File: src/rtl/alu_exception_unit.sv
// ALU exception unit: turns committed ALU status words into trap requests for the control unit.
// It also captures EPC and cause, keeps sticky condition flags and counts raised exceptions.
module alu_exception_unit #(
  parameter int PC_WIDTH  = 32,
  parameter int CNT_WIDTH = 16
) (
  input  logic                 clk,
  input  logic                 rst,
  input  logic [7:0]           ALU_status,
  input  logic                 status_valid,
  input  logic                 chk_overflow,
  input  logic                 chk_load,
  input  logic                 chk_store,
  input  logic                 chk_div,
  input  logic [PC_WIDTH-1:0]  PC_in,
  input  logic                 flags_clr,
  input  logic                 exc_ack,
  output logic                 exc_req,
  output logic [3:0]           exc_cause,
  output logic [PC_WIDTH-1:0]  EPC,
  output logic [5:0]           sticky_flags,
  output logic [CNT_WIDTH-1:0] exc_count
);

  localparam logic [3:0] CAUSE_LOAD  = 4'd4;
  localparam logic [3:0] CAUSE_STORE = 4'd5;
  localparam logic [3:0] CAUSE_OVF   = 4'd12;
  localparam logic [3:0] CAUSE_DIV   = 4'd15;

  typedef enum logic {
    ST_IDLE    = 1'b0,
    ST_PENDING = 1'b1
  } state_t;

  state_t                r_state;
  state_t                w_state_next;
  logic                  w_take;
  logic                  w_trig;
  logic [3:0]            w_cause;
  logic                  w_flag_v;
  logic                  w_flag_a;
  logic                  w_flag_d;
  logic [3:0]            r_exc_cause;
  logic [PC_WIDTH-1:0]   r_epc;
  logic [5:0]            r_sticky;
  logic [CNT_WIDTH-1:0]  r_exc_count;

  assign w_flag_v = ALU_status[6];
  assign w_flag_a = ALU_status[3];
  assign w_flag_d = ALU_status[2];

  // Fixed priority: divide-by-zero, load, store, overflow.
  always_comb begin
    w_trig  = 1'b0;
    w_cause = 4'd0;
    if (w_flag_d && chk_div) begin
      w_trig  = 1'b1;
      w_cause = CAUSE_DIV;
    end else if (w_flag_a && chk_load) begin
      w_trig  = 1'b1;
      w_cause = CAUSE_LOAD;
    end else if (w_flag_a && chk_store) begin
      w_trig  = 1'b1;
      w_cause = CAUSE_STORE;
    end else if (w_flag_v && chk_overflow) begin
      w_trig  = 1'b1;
      w_cause = CAUSE_OVF;
    end
  end

  always_comb begin
    w_state_next = r_state;
    w_take       = 1'b0;
    case (r_state)
      ST_IDLE: begin
        if (status_valid && w_trig) begin
          w_state_next = ST_PENDING;
          w_take       = 1'b1;
        end
      end
      ST_PENDING: begin
        // Status arriving alongside the ack is dropped, not trapped.
        if (exc_ack) begin
          w_state_next = ST_IDLE;
        end
      end
      default: w_state_next = ST_IDLE;
    endcase
  end

  always_ff @(posedge clk) begin
    if (rst) begin
      r_state     <= ST_IDLE;
      r_exc_cause <= 4'd0;
      r_epc       <= '0;
      r_exc_count <= '0;
    end else begin
      r_state <= w_state_next;
      if (w_take) begin
        r_exc_cause <= w_cause;
        r_epc       <= PC_in;
        if (r_exc_count != {CNT_WIDTH{1'b1}}) begin
          r_exc_count <= r_exc_count + 1'b1;
        end
      end
    end
  end

  // Flags are frozen while an exception is outstanding; clear takes effect before the new word.
  always_ff @(posedge clk) begin
    if (rst) begin
      r_sticky <= 6'd0;
    end else if (r_state == ST_IDLE) begin
      if (flags_clr && status_valid) begin
        r_sticky <= ALU_status[7:2];
      end else if (flags_clr) begin
        r_sticky <= 6'd0;
      end else if (status_valid) begin
        r_sticky <= r_sticky | ALU_status[7:2];
      end
    end
  end

  assign exc_req      = (r_state == ST_PENDING);
  assign exc_cause    = r_exc_cause;
  assign EPC          = r_epc;
  assign sticky_flags = r_sticky;
  assign exc_count    = r_exc_count;

endmodule

File: config.mk
export PLATFORM = sky130hd
export DESIGN_NAME = alu_exception_unit
export DESIGN_NICKNAME = d
export VERILOG_FILES = /design/src/rtl/alu_exception_unit.sv
export SDC_FILE = /design/constraint.sdc
export NUM_CORES = 1
export LEC_CHECK = 0
export ABC_AREA = 1
export CORE_MARGIN = 2
export CORE_UTILIZATION = 38
export CTS_CLUSTER_DIAMETER = 40
export DETAILED_ROUTE_END_ITERATION = 10
export PLACE_DENSITY_LB_ADDON = 0.05
export SLEW_MARGIN = 30
export SYNTH_ARGS = -nofsm -noshare
export SYNTH_HDL_FRONTEND = slang
export SYNTH_SLANG_ARGS = --single-unit
File: constraint.sdc
create_clock -name clk -period 1.4 [get_ports clk]
set_input_delay 0.28 -clock clk [delete_from_list [all_inputs] [get_ports clk]]
set_output_delay 0.28 -clock clk [all_outputs]
set_load 0.01 [all_outputs]
==> results.json, run 1 <==
{
  "outcome": "finished with violations",
  "failed_checks": "setup timing",
  "worstReg2RegStart": "exc_count[0]",
  "p_leak_uw": 0.00201,
  "synth_area_per_cell_sq_um": 7.37,
  "first_iter_violations": 136,
  "fmax_mhz": 710,
  "synth.area.top_cells": "dfxtp_1, nor2_1, nand2_1",
  "synth_top_family_by_area": "simple AND/OR/NAND/NOR gates",
  "cts_buffers": 9,
  "worstPathCellList": "ha_4, nand2_4, nor2_4, buf_6, nand4_4, nand2_8, nand2_2, a21oi_2",
  "cp-start-kind": "flip-flop",
  "finalHoldViolations": 0,
  "hp-class": "primary input to flip-flop",
  "cp-endpoint": "exc_count[4]",
  "critical-path-slowest-cell": "dfxtp_4",
  "grt_pass1_wl_um": 11500,
  "cp_slowest_stage_delay_ns": 0.36,
  "rr_worst_depth": 8,
  "fin_ws_ns": -0.00747,
  "synth_cell_types": 30,
  "final_cell_mix": "nor2_1, dfxtp_1, nand2_1, dlygate4sd2_1, clkdlybuf4s50_1",
  "clkLatencyLatePin_ns": 0.34,
  "final_layout_size_suffix_gt1_share_pct": 24.7,
  "worst-r2r-setup-slack_ns": -0.007,
  "yosys.area.top_type_share_pct": 45.8,
  "ys_seq_area_share_pct": 45.8,
  "cp_max_fo": 7,
  "final_nets": 548,
  "yosys_warnings": 0,
  "cts_hold_buf": 0,
  "wl_per_cell_um": 12.0,
  "startpoint": "exc_count[0]",
  "setup_violations": 4,
  "place.gp.congestion": 0.756,
  "design.die.area_sq_um": 7470,
  "yosysTopAreaCell": "dfxtp_1",
  "slew_headroom_pct": 72.9,
  "wirelength_um": 6990,
  "core-area_sq_um": 6680,
  "synthArstFlopShare_pct": 0,
  "crit_buf_inv": 1,
  "worstPathRequired_ns": 1.68,
  "vias": 2761,
  "multiInputGateArea_sq_um": 1400,
  "antenna_left": 0,
  "dp_cells": 563,
  "cts.sinks": 59,
  "via_per_inst": 4.74,
  "overflow": 0,
  "crit_family": "simple AND/OR/NAND/NOR gates",
  "worst_pin_slew_ns": 0.406,
  "tns_ns": -0.0249,
  "synth-simple-area-share_pct": 31.0,
  "row_count": 30,
  "n_fill_cell": 622,
  "area_delta_synth_final_pct": 69.0,
  "drc_errors": 0,
  "power_density_nw_per_um2": 934,
  "grt_setup_unrepaired": "true",
  "cts_tree": "done",
  "ir_drop_mv": 0.517,
  "grt_pass1_vias": 2501,
  "stdcell_area_sq_um": 4360,
  "pin_count": 108,
  "r2r_end": "exc_count[4]",
  "critPathKind": "flip-flop to flip-flop",
  "syn_nets": 400,
  "postSynthCellCount": 350,
  "synthMuxAreaShare_pct": 0,
  "cp_data_arrival_time_ns": 1.69,
  "synthFlopType": "dfxtp_1",
  "grt_max_degree": 34,
  "antenna_found_initial": 0,
  "period_share_pct": 101,
  "cts_buffer_depth": 2,
  "io_buffers": 105,
  "clock-root-buffer": "clkbuf_8",
  "post-place-ws_ns": -0.356,
  "dpl-instance-area_sq_um": 4020,
  "synth_fa_ha_area_share_pct": 0.485,
  "cap_violations": 0,
  "maxSlewViolCount": 0,
  "ys_ff_latch": 59,
  "regArea_sq_um": 1190,
  "final_cells": 582,
  "synth_edf_count": 0,
  "die_x_um": 86.4,
  "synth_xor_area_share_pct": 2.04,
  "hpwl_um": 4800,
  "final_common_cell": "nor2_1",
  "dr.pass1.iters": 4,
  "critPathCaptureType": "flip-flop",
  "synth.cell_area_sq_um": 2580,
  "die_y_um": 86.4,
  "htree_levels": 3,
  "layout_min_cycle_time_ns": 1.41,
  "start_util_pct": 38.6,
  "grt_usage_pct": 19.4,
  "synth-compound-area-share_pct": 14.3,
  "path_clk_slew_ns": 0.07,
  "cp.depth": 8,
  "antenna_cells_inserted": 0,
  "fin_worst_skew_ns": 0.0131
}
-- sequential cells by signal, summed over array words and instances, names as in the netlist --
register,flops
exc_count,16
exc_cause,4
sticky_flags,6
exc_req,1
EPC,32
-- final cells by class --
class	instances	share of cell area [%]
clock inverters	4	0.574
multi-input cells	256	32.0
clock buffers	11	3.47
inverters	22	2.07
well taps	80	2.29
repair buffers	150	32.2
flip-flops and latches	59	27.3
-- power breakdown --
group	internal (uW)	switching, uW	total, uW
clock	726	679	1400
sequential	1800	62.1	1860
combinational	420	391	811
-- stage by stage --
stage / util (%) / hold slack [ns] / total power (uW)
floorplan: - / 0.359 / 2250
global placement: 60.2 / 0.452 / 2710
detailed placement: 60.2 / 0.454 / 2720
CTS: 62.2 / 0.461 / 4050
global route: 65.3 / 0.380 / 4300
finish: 65.3 / 0.366 / 4080
-- worst reg2reg max path: stages (launching register included) --
cell,delay [ns]
dfxtp_4,0.36
ha_4,0.14
nand2_4,0.06
nor2_4,0.17
buf_6,0.13
nand4_4,0.14
nand2_8,0.17
nand2_2,0.08
a21oi_2,0.12
-- repair_timing --
action	4_1_cts	5_1_grt
pin swaps	1	23
gates cloned	1	1
gates resized for setup	68	61
setup endpoints to repair	60	56
buffers inserted	0	2
hold endpoints to repair	0	0
-- logic make-up (layout without fill, tap and decap cells) --
group           Yosys count  count (layout)
simple gates            186             187
flops                    59              59
xor+xnor                  6               6
buf+inv                  36             187
compound gates           62              62
fa+ha+maj                 1               1
-- synthesized netlist by cell type, types with 2 or more instances --
cell type,n
xor2_1,4
nand2_2,6
nand4_1,4
o21ai_0,36
nand2_1,66
buf_2,4
nand3_1,8
dfxtp_1,59
nor2_4,3
nor2_1,88
nor2_2,5
xnor2_1,2
a21oi_2,9
a21oi_1,8
inv_1,19
clkbuf_1,8
a221oi_1,6
nand2_4,2
o21ai_1,2
-- how the worst min path moves through the flow --
stage,end,startpoint,cells past startpoint,slack (ns)
finish,sticky_flags[4],ALU_status[6],4,0.37
floorplan,sticky_flags[5],rst,1,0.36
global route,sticky_flags[4],ALU_status[6],4,0.38
detailed placement,exc_cause[3],exc_cause[3],2,0.45
global placement,exc_cause[3],exc_cause[3],2,0.45
CTS,exc_cause[3],exc_cause[3],2,0.46
-- layer usage --
metal	GRT usage [%]	up-vias	part of all wire, %
li1	-	1422	-
met1	25.1	1248	45
met2	29.9	80	47
met3	5.62	11	6.3
met4	8.81	0	1.7
met5	0	-	0
Note: power is estimated with default switching activity, not from simulation.
==> run 2, diff against run 1 <==
--- a/config.mk
+++ b/config.mk
@@ -10,6 +10,7 @@
 export CORE_UTILIZATION = 38
 export CTS_CLUSTER_DIAMETER = 40
 export DETAILED_ROUTE_END_ITERATION = 10
+export MAX_ROUTING_LAYER = met4
 export PLACE_DENSITY_LB_ADDON = 0.05
 export SLEW_MARGIN = 30
 export SYNTH_ARGS = -nofsm -noshare
==> run 2 against run 1 <==
Net effect:
- the run still ends with setup timing left
- non-clock buffer count unchanged
- global-route usage up 0.69 points
- final area up 0.11%
- via count up 0.47%
- sequential power about the same
- setup slack worse by 0.0013 ns
- clock power about the same
==> results.json, run 2 (synthesis results as in run 1) <==
{
  "design.die.area_sq_um": 7470,
  "clkPwrFrac_pct": 34.4,
  "p_leak_uw": 0.00201,
  "crit_family": "simple AND/OR/NAND/NOR gates",
  "row_count": 30,
  "core-area_sq_um": 6680,
  "rr_worst_depth": 8,
  "die_x_um": 86.4,
  "grt_max_degree": 34,
  "cts.sinks": 59,
  "p_switching_uw": 1130,
  "outcome": "finished with violations",
  "wirelength_um": 7030,
  "slew_headroom_pct": 73.1,
  "cap_violations": 0,
  "switching_share_pct": 27.8,
  "final_common_cell": "nor2_1",
  "cts_hold_buf": 0,
  "crit_buf_inv": 1,
  "htree_levels": 3,
  "overflow": 0,
  "path_clk_slew_ns": 0.07,
  "ir_drop_mv": 0.519,
  "place.gp.congestion": 0.766,
  "grt_usage_pct": 20.1,
  "final_cell_mix": "nor2_1, dfxtp_1, nand2_1, dlygate4sd2_1, clkdlybuf4s50_1",
  "vias": 2774,
  "dr.pass1.iters": 4,
  "via_per_inst": 4.77,
  "cts_buffer_depth": 2,
  "cp_max_fo": 7,
  "antenna_found_initial": 0,
  "p_seq_share_pct": 45.6,
  "io_buffers": 105,
  "pin_count": 108,
  "finalHoldViolations": 0,
  "r2r_end": "exc_count[4]",
  "antenna_left": 0,
  "internal_power_uw": 2940,
  "start_util_pct": 38.6,
  "worstReg2RegStart": "exc_count[0]",
  "clock-root-buffer": "clkbuf_8",
  "wl_per_cell_um": 12.1,
  "grt_setup_unrepaired": "true",
  "hpwl_um": 4800,
  "critPathCaptureType": "flip-flop",
  "worst-r2r-setup-slack_ns": -0.009,
  "final_nets": 548,
  "first_iter_violations": 129,
  "cts_tree": "done",
  "antenna_cells_inserted": 0,
  "fin_worst_skew_ns": 0.0131,
  "largest_reg_flops": 32,
  "n_fill_cell": 621,
  "worstPathRequired_ns": 1.68,
  "hold_depth": 4,
  "final_layout_size_suffix_gt1_share_pct": 24.7,
  "fin_ws_ns": -0.00876,
  "holdCritStartpoint": "ALU_status[6]",
  "whs_endpoint": "sticky_flags[4]",
  "die_y_um": 86.4,
  "fmax_mhz": 710,
  "power_frac_comb_pct": 20.0,
  "dpl-instance-area_sq_um": 4020,
  "worstPathCellList": "ha_4, nand2_4, nor2_4, buf_6, nand4_4, nand2_8, nand2_2, a21oi_2",
  "area_delta_synth_final_pct": 69.2,
  "worst_pin_slew_ns": 0.401,
  "layout_min_cycle_time_ns": 1.41,
  "clkLatencyLatePin_ns": 0.34,
  "cp_data_arrival_time_ns": 1.69,
  "power_density_nw_per_um2": 934,
  "cts_buffers": 9,
  "critical-path-slowest-cell": "dfxtp_4",
  "final_util_pct": 65.4,
  "hp-class": "primary input to flip-flop",
  "period_share_pct": 101,
  "setup_violations": 4,
  "grt_pass1_wl_um": 11500,
  "critPathKind": "flip-flop to flip-flop",
  "cp_slowest_stage_delay_ns": 0.36,
  "drc_errors": 0,
  "maxSlewViolCount": 0,
  "failed_checks": "setup timing",
  "stdcell_area_sq_um": 4370,
  "grt_pass1_vias": 2518,
  "cp-start-kind": "flip-flop"
}
==> run 2: worst min-delay path, cell delays in order <==
cell and delay (ns):
dlymetal6s2s_1 0.13, buf_4 0.13, nand2_1 0.05, a221oi_1 0.06
==> run 2: per-stage QoR <==
step | worst slack [ns] | hold slack (ns) | std cells | TNS [ns] | power (uW)
after floorplan | 0.00334 | 0.359 | 350 | 0 | 2250
after global placement | -0.331 | 0.452 | 563 | -15.78 | 2710
after detailed placement | -0.356 | 0.454 | 563 | -16.96 | 2720
after CTS | 0.00258 | 0.461 | 579 | 0 | 4050
after global routing | -0.0736 | 0.380 | 582 | -0.863 | 4310
final | -0.00876 | 0.366 | 582 | -0.0235 | 4080
==> run 2: final cells by class <==
cell class / count / area, sq um / area share, %
flip-flops and latches: 59 / 1190 / 27.3
well taps: 80 / 100 / 2.29
clock inverters: 4 / 25.0 / 0.573
multi-input cells: 256 / 1400 / 32.1
repair buffers: 150 / 1410 / 32.2
clock buffers: 11 / 151 / 3.47
inverters: 22 / 90.1 / 2.06
==> run 2: what timing repair did <==
item | CTS | global route
setup endpoints to repair | 60 | 56
setup buffers | 0 | 2
cloned | 1 | 1
gates resized for setup | 68 | 62
endpoints found under the hold margin | 0 | 0
pin swaps | 1 | 24
==> run 2: power groups by stage <==
stage | Clock (uW) | Combinational (uW) | Sequential [uW]
6_report | 1400 | 814 | 1860
5_1_grt | 1530 | 904 | 1870
4_1_cts | 1440 | 754 | 1860
3_5_place_dp | 0 | 823 | 1900
3_3_place_gp | 0 | 818 | 1890
2_1_floorplan | 0 | 292 | 1960
==> run 2: how the worst max path moves through the flow <==
stage / start / to / slack [ns] / cells after the start
floorplan: exc_count[4] / exc_count[5] / 0.003 / 8
global placement: ALU_status[2] / EPC[1] / -0.33 / 9
detailed placement: ALU_status[2] / EPC[12] / -0.36 / 9
CTS: ALU_status[2] / EPC[12] / 0.003 / 9
global route: exc_count[0] / exc_count[4] / -0.07 / 8
finish: exc_count[0] / exc_count[4] / -0.009 / 8
==> run 2: metal layers <==
metal	vias to the layer above	wire length, um	track usage, %
li1	1424	-	-
met1	1269	3220	25.7
met2	70	3330	29.8
met3	11	346	4.57
met4	0	129	10.1
met5	-	0	-
